==> config.mk <==
export PLATFORM = sky130hd
export DESIGN_NAME = sync_fifo_flat
export DESIGN_NICKNAME = d
export VERILOG_FILES = /design/src/rtl/sync_fifo_pkg.sv /design/src/rtl/sync_fifo_if.sv /design/src/rtl/sync_fifo.sv /design/src/flat_wrapper.sv
export SDC_FILE = /design/constraint.sdc
export NUM_CORES = 2
export LEC_CHECK = 0
export ABC_AREA = 1
export CAP_MARGIN = 20
export CORE_MARGIN = 4
export CORE_UTILIZATION = 49
export DETAILED_ROUTE_END_ITERATION = 16
export GPL_TIMING_DRIVEN = 0
export PLACE_DENSITY = 0.68
export RECOVER_POWER = 100
export SKIP_CTS_REPAIR_TIMING = 1
export SLEW_MARGIN = 20
export SYNTH_ARGS = -nofsm -noshare
export SYNTH_HDL_FRONTEND = slang
export SYNTH_SLANG_ARGS = --single-unit
==> constraint.sdc <==
create_clock -name clk -period 3 [get_ports clk]
set_input_delay 0.6 -clock clk [delete_from_list [all_inputs] [get_ports clk]]
set_output_delay 0.6 -clock clk [all_outputs]
set_load 0.02 [all_outputs]
==> src/rtl/sync_fifo_pkg.sv <==
// Shared FIFO defaults for the UART receive buffer.
package sync_fifo_pkg;

    localparam int FIFO_DEFAULT_WIDTH = 8;
    localparam int FIFO_DEFAULT_DEPTH = 255;

endpackage : sync_fifo_pkg

==> src/rtl/sync_fifo_if.sv <==
// Push/pop/status bundle for sync_fifo. The level signal (and the DEPTH
// parameter that sizes it) exists only when SYNC_FIFO_LEVEL_EN is defined.
interface sync_fifo_if
    import sync_fifo_pkg::*;
#(
    parameter int DATA_WIDTH = FIFO_DEFAULT_WIDTH
`ifdef SYNC_FIFO_LEVEL_EN
    ,
    parameter int DEPTH = FIFO_DEFAULT_DEPTH
`endif
);

    logic [DATA_WIDTH-1:0] din;
    logic                  push;
    logic                  pop;
    logic [DATA_WIDTH-1:0] dout;
    logic                  full;
    logic                  empty;
`ifdef SYNC_FIFO_LEVEL_EN
    localparam int CNT_W = $clog2(DEPTH + 1);
    logic [CNT_W-1:0]      level;
`endif

    modport master (
        output din, push, pop,
`ifdef SYNC_FIFO_LEVEL_EN
        input  level,
`endif
        input  dout, full, empty
    );

    modport slave (
        input  din, push, pop,
`ifdef SYNC_FIFO_LEVEL_EN
        output level,
`endif
        output dout, full, empty
    );

endinterface : sync_fifo_if

==> src/rtl/sync_fifo.sv <==
// Single-clock show-ahead FIFO of arbitrary depth (default 255 x 8).
// Define SYNC_FIFO_LEVEL_EN to expose the occupancy count on bus.level.
module sync_fifo
    import sync_fifo_pkg::*;
#(
    parameter int DATA_WIDTH = FIFO_DEFAULT_WIDTH,
    parameter int DEPTH      = FIFO_DEFAULT_DEPTH
) (
    input  logic        clk,
    input  logic        resetn,
    sync_fifo_if.slave  bus
);

    localparam int ADDR_W = $clog2(DEPTH);
    localparam int CNT_W  = $clog2(DEPTH + 1);

    logic [DATA_WIDTH-1:0] mem_r [DEPTH];
    logic [ADDR_W-1:0]     wr_ptr_r;
    logic [ADDR_W-1:0]     rd_ptr_r;
    logic [CNT_W-1:0]      count_r;
    logic                  full_r;
    logic                  empty_r;

    logic                  do_push_s;
    logic                  do_pop_s;
    logic [ADDR_W-1:0]     wr_ptr_nxt_s;
    logic [ADDR_W-1:0]     rd_ptr_nxt_s;
    logic [CNT_W-1:0]      count_nxt_s;

    assign do_push_s = bus.push & ~full_r;
    assign do_pop_s  = bus.pop & ~empty_r;

    // Pointer advance; the explicit wrap at DEPTH-1 keeps non-power-of-2 depths correct.
    always_comb begin
        wr_ptr_nxt_s = wr_ptr_r;
        rd_ptr_nxt_s = rd_ptr_r;
        if (do_push_s) begin
            if (wr_ptr_r == ADDR_W'(DEPTH - 1)) begin
                wr_ptr_nxt_s = '0;
            end else begin
                wr_ptr_nxt_s = wr_ptr_r + ADDR_W'(1);
            end
        end else begin
            wr_ptr_nxt_s = wr_ptr_r;
        end
        if (do_pop_s) begin
            if (rd_ptr_r == ADDR_W'(DEPTH - 1)) begin
                rd_ptr_nxt_s = '0;
            end else begin
                rd_ptr_nxt_s = rd_ptr_r + ADDR_W'(1);
            end
        end else begin
            rd_ptr_nxt_s = rd_ptr_r;
        end
    end

    // Occupancy next-state: a simultaneous push and pop leaves it unchanged.
    always_comb begin
        count_nxt_s = count_r;
        case ({do_push_s, do_pop_s})
            2'b10:   count_nxt_s = count_r + CNT_W'(1);
            2'b01:   count_nxt_s = count_r - CNT_W'(1);
            default: count_nxt_s = count_r;
        endcase
    end

    // Storage write; contents are deliberately not cleared by reset.
    always_ff @(posedge clk) begin
        if (resetn && do_push_s) begin
            mem_r[wr_ptr_r] <= bus.din;
        end
    end

    // Pointers, count and flags; flags come from the next count so they match the post-edge state.
    always_ff @(posedge clk) begin
        if (!resetn) begin
            wr_ptr_r <= '0;
            rd_ptr_r <= '0;
            count_r  <= '0;
            full_r   <= 1'b0;
            empty_r  <= 1'b1;
        end else begin
            wr_ptr_r <= wr_ptr_nxt_s;
            rd_ptr_r <= rd_ptr_nxt_s;
            count_r  <= count_nxt_s;
            full_r   <= (count_nxt_s == CNT_W'(DEPTH));
            empty_r  <= (count_nxt_s == CNT_W'(0));
        end
    end

    assign bus.dout  = mem_r[rd_ptr_r];
    assign bus.full  = full_r;
    assign bus.empty = empty_r;
`ifdef SYNC_FIFO_LEVEL_EN
    assign bus.level = count_r;
`endif

endmodule : sync_fifo

==> src/flat_wrapper.sv <==
// flat-port wrapper written by rule: the top's interface ports become plain ports
module sync_fifo_flat import sync_fifo_pkg::*;
#(
    parameter int DATA_WIDTH = FIFO_DEFAULT_WIDTH,
    parameter int DEPTH      = FIFO_DEFAULT_DEPTH
)
  (clk, resetn, bus_din, bus_push, bus_pop, bus_dout, bus_full, bus_empty);
  sync_fifo_if #(.DATA_WIDTH(DATA_WIDTH)) bus_i ();
  input  logic clk;
  input  logic resetn;
  input wire logic [$bits(bus_i.din)-1:0] bus_din;
  input wire logic [$bits(bus_i.push)-1:0] bus_push;
  input wire logic [$bits(bus_i.pop)-1:0] bus_pop;
  output wire logic [$bits(bus_i.dout)-1:0] bus_dout;
  output wire logic [$bits(bus_i.full)-1:0] bus_full;
  output wire logic [$bits(bus_i.empty)-1:0] bus_empty;
  assign bus_i.din = bus_din;
  assign bus_i.push = bus_push;
  assign bus_i.pop = bus_pop;
  assign bus_dout = bus_i.dout;
  assign bus_full = bus_i.full;
  assign bus_empty = bus_i.empty;
  sync_fifo #(.DATA_WIDTH(DATA_WIDTH), .DEPTH(DEPTH)) u_core (.clk(clk), .resetn(resetn), .bus(bus_i));
endmodule
* After elaboration in Yosys (flattened, before gate mapping)
Memory sizes are Yosys's and may differ from the RTL's. A register that Yosys moved wholly into a read port is not among the register bits.
Index checks and enable logic that the tools add are counted.
** Word-level totals
- Bits in latches :: 0
- Register bits :: 26
- RAM bits :: 2040
- Memories :: 1
- Memory bits (read-only) :: 0
- Input port bits :: 12
- Output and inout bits :: 10
** Operators by class
- Add/subtract/negate cells :: 4
- Order comparisons :: 0
- Div/mod/pow operators :: 0
- Shift operators :: 0
- Equality and inequality tests :: 5
- Reductions and logical operators :: 2
- Multipliers :: 0
- Bitwise operators :: 4
- Mux-type cells :: 7
** Memory list
- u_core.mem_r :: words 255, width 8, rd ports 1, clocked after Yosys merged registers in 1, write ports 1, line sync_fifo.sv:17 : logic [DATA_WIDTH-1:0] mem_r [DEPTH];
** Operators by type and width (count)
- $mux W8 :: 4
- $add A8 B1 Y8 const B :: 3
- $eq A8 B8 Y1 const B :: 3
- $pmux W8 S2 :: 1
- $logic_not A8 Y1 :: 1
- $sub A8 B1 Y8 const B :: 1
- $and A1 B1 Y1 :: 2
- $eq A2 B1 Y1 const B :: 1
- $eq A2 B2 Y1 const B :: 1
- $mux W1 :: 2
- $not A1 Y1 :: 2
- $logic_and A1 B1 Y1 :: 1

* Depth between registers and ports, before layout
- Depth in word-level cells :: 5
- Mapped depth :: 20
- Mapped depth without buffers :: 20

* Worst setup path before layout
OpenSTA, ideal clock, no wires.
- Path kind :: input-to-reg
- From :: input bus_push
- To :: register u_core.full_r, in the netlist u_core.bus.full
- Buffers on the path :: 0
- Path slack :: 0.549 ns
- Cell stages on the path :: 20
- Arrival :: 2.387 ns
- Cells stage by stage :: inv_1 nor2_4 inv_2 ha_1 inv_1 nand2_1 nand2_1 inv_1 ha_1 nor2_1 inv_1 nand2_1 nand2_1 nand2_1 nand3_1 nand2_1 nand2_1 nor2_1 nand3_1 nor2_1
** On the way
- Word-level cells in the longest chain between the ends :: 4
** Ends and longest elaborated chain
- from (decl) :: line flat_wrapper.sv:12 : input wire logic [$bits(bus_i.push)-1:0] bus_push;
- $and A1 B1 Y1 * :: line sync_fifo.sv:30 : assign do_push_s = bus.push & ~full_r;
- $eq A2 B1 Y1 / $eq A2 B2 Y1 (equally long branches) :: line sync_fifo.sv:60 : case ({do_push_s, do_pop_s})
- $pmux W8 S2 * :: line sync_fifo.sv:60
- $eq A8 B8 Y1 * :: line sync_fifo.sv:86 : full_r <= (count_nxt_s == CNT_W'(DEPTH));
- to (signal assigned) :: line sync_fifo.sv:86
- to (decl) :: line sync_fifo.sv:21 : logic full_r;
Every way passes the cells marked *; elsewhere a longest branch is shown, timed or not.
A chain may end at the register's enable or synchronous reset.

==> impl_metrics.yaml <==
clocking:
  insertion_delay_ps: 850
  cts.htree.levels: 4
  cts_sinks: 2074
  clkSlewWorstSetupHoldPaths_ps: 60
  cts_root_buf: "clkbuf_16"
  cts_tree: "yes"
  clockBufferDepth: 3
  cts_buffers: 205
floorplanning:
  coreArea_um2: 172000
  die_area_um2: 179000
  start_util_pct: 49.2
  io_pins: 22
  die_width_um: 423
  rows: 152
  fp.dieH_um: 423
timing:
  max_clock_freq_ghz: 0.237
  setup_viol: 1974
  setup_ws_ps: -1230
  drv_slew: 617
  hold_viol_final: 0
  slew_headroom_pct: -128
  period_share_pct: 141
  skew_ps: 43.3
  final.min_clock_period_ps: 4230
  grt_setup_unrepaired: "true"
  tightest_slew_ps: 3430
setup_path:
  crit_path_cell_trace: "buf_4 > clkbuf_4 > clkbuf_2 > nand3_1 > nand3_1 > nand3_1 > nand3_1 > nand3_2 > nand2_2 > nand2_1 > nand2_2 > clkbuf_2"
  worstReg2RegEnd: "u_core.mem_r[98][4]"
  slowest_delay_ps: 440
  cp-start-kind: "register"
  critPathMaxFanout: 10
  critPathSlowestCell: "clkbuf_2"
  crit_required_ps: 2400
  cp-end-kind: "output pin"
  worst_r2r_path_depth: 7
  crit_top_cell: "nand3_1"
  critical_path_class: "register to output pin"
  regToRegSetupSlack_ps: -760
  crit_arrival_ps: 3630
  timing.rr.start: "u_core.bus.full"
power:
  vdd_drop_max_uv: 538
  total_power_mw: 64.4
  power_density_nw_per_um2: 668
  power_leakage_nw: 33.6
synthesis:
  synth_edf_count: 2040
  synth_top_cells_by_area: "edfxtp_1 73%, nand3_1 12%, nand2_1 9.7%, buf_2 1.8%, nor2_1 1.4%"
  synth_nets: 7219
  synth_area_um2: 84500
  yosysMostFrequentCell: "nand2_1"
  ys_seq_area_share_pct: 73.3
  async_flop_share_pct: 0
  synth_area_leader_cell: "edfxtp_1"
  yosys_warnings: 0
  synth_cell_types: 29
  synth_common_cells: "2172 x nand2_1, 2040 x edfxtp_1, 2030 x nand3_1, 314 x nor2_1, 303 x buf_2"
  synth_flop_cell: "edfxtp_1"
  yosysTopAreaCellShare_pct: 72.5
  syn_inst: 7197
  synth_seq_cells: 2074
  syn_avg_cell_area_um2: 11.7
drt:
  antenna_left: 0
  via_count: 61500
  initialDrtViolationCount: 10600
  routedWlPerCell_um: 29.1
  drcViolationCount: 0
  vias_per_cell: 6.19
  wirelength_um: 290000
  dr.pass1.iters: 8
hold_path:
  hold_class: "register to register"
  whs_path_depth: 2
  whs_endpoint: "u_core.rd_ptr_r[7]"
  hold_start: "u_core.rd_ptr_r[7]"
global_routing:
  grt_remaining_overflow: 0
  antenna_found_initial: 10
  grt_max_degree: 113
  globalRouteTotalUtil_pct: 31.4
  grt_pass1_vias: 56400
  grt_pass1_wl_um: 404000
run_status:
  status: "complete, but fails checks"
  violations: "max-capacitance violations, max-slew violations, negative setup slack"
finish:
  fin_cells: 9937
  final_net_count: 7481
  fillers: 13900
  drive_above_1_share_pct: 13.0
  area.growth.synth_to_final_pct: 14.2
place:
  portBuffers: 21
  dpl.hpwl_um: 195000
  routabilityCongestion: 0.986
  placed_cells: 9560
job:
  drv_cap: 9
## cells in the final DEF, fill, tap and decap left out, types with 4 or more instances in the layout
cell,instances
nand3_2,75
clkinvlp_4,6
buf_2,100
buf_12,12
ha_1,10
buf_16,14
clkbuf_16,208
dfxtp_1,32
bufinv_16,5
a21oi_1,15
o21ai_0,12
nand2_1,2152
clkbuf_1,94
edfxtp_1,2040
inv_1,60
nor2_4,44
buf_6,77
nand2_2,15
clkinv_2,29
diode_2,7
nor2_1,170
clkbuf_2,70
clkinv_1,55
buf_4,87
nand3_4,4
nand2_4,5
nand3_1,1951
nor2_2,102
buf_1,13
nor3_1,5
clkbuf_4,111
buf_8,10
## metal layers
| layer | global-route usage [%] | up-vias | share of wire [%] |
|---|---|---|---|
| met5 | 0 | - | 0.031 |
| met2 | 46.6 | 4839 | 44 |
| met3 | 9.80 | 816 | 14 |
| met1 | 41.9 | 29700 | 36 |
| li1 | - | 26100 | - |
| met4 | 15.9 | 6 | 5.5 |
## cell families after synthesis
logic type | after synthesis | synth area share [%]
simple gates | 4528 | 23.2
flops | 2074 | 73.3
buf+inv | 548 | 3.11
compound gates | 33 | 0.215
fa+ha+maj | 10 | 0.148
xor+xnor | 4 | 0.0415
## cell type report
class	instances	area [µm²]	share of cell area, %
Antenna cell	7	17.5	0.0182
Sequential cell	2074	61900	64.2
Clock buffer	265	5440	5.64
Buffer	483	3490	3.62
Multi-Input combinational cell	4575	21000	21.8
Tap cell	2310	2890	3.00
Inverter	65	254	0.263
Timing Repair Buffer	55	734	0.761
Clock inverter	103	713	0.739
## worst max path at each step
| stage | depth (start not counted) | start | endpoint | slack (ps) |
|---|---|---|---|---|
| finish | 12 | register | bus_dout[7] | -1230 |
| detailed placement | 7 | resetn | u_core.mem_r[236][6] | -1970 |
| global placement | 1 | bus_din[2] | u_core.mem_r[72][2] | -7600 |
| CTS | 11 | register | bus_dout[3] | -2580 |
| global route | 15 | register | bus_dout[3] | -1160 |
| floorplan | 20 | bus_push | u_core.bus.full | 550 |
## per-stage QoR
step,instance area [µm²],worst slack [ps],utilization (%),TNS [ps],hold slack [ps]
floorplan,84500,549,-,0,450
global placement,87600,-7600,51.1,-,481
detailed placement,88500,-1970,51.6,-2390500,494
CTS,94600,-2580,55.2,-780180,113
global route,96400,-1160,56.2,-640510,540
finish,96500,-1230,56.2,-567950,497
## registers in the layout, summed over array words and instances, names as in the netlist, named ones only
name,count
u_core.bus.full,1
u_core.wr_ptr_r,8
u_core.rd_ptr_r,8
u_core.mem_r,2040
u_core.bus.empty,1
u_core.count_r,8
## report_power, final
| group | switching (mW) | leakage (nW) | internal [mW] |
|---|---|---|---|
| Sequential | 0.0319 | 18.6 | 31.9 |
| Clock | 11.0 | 2.99 | 13.2 |
| Combinational | 6.12 | 12.0 | 2.25 |
| Total | 17.1 | 33.6 | 47.3 |
## critical path, delay by kind of cell (launching register included)
family        cells  cell delay [ps]
simple gates      8             1240
buf+inv           4             1220
flops             1              310
(Power assumes the default switching activity.)
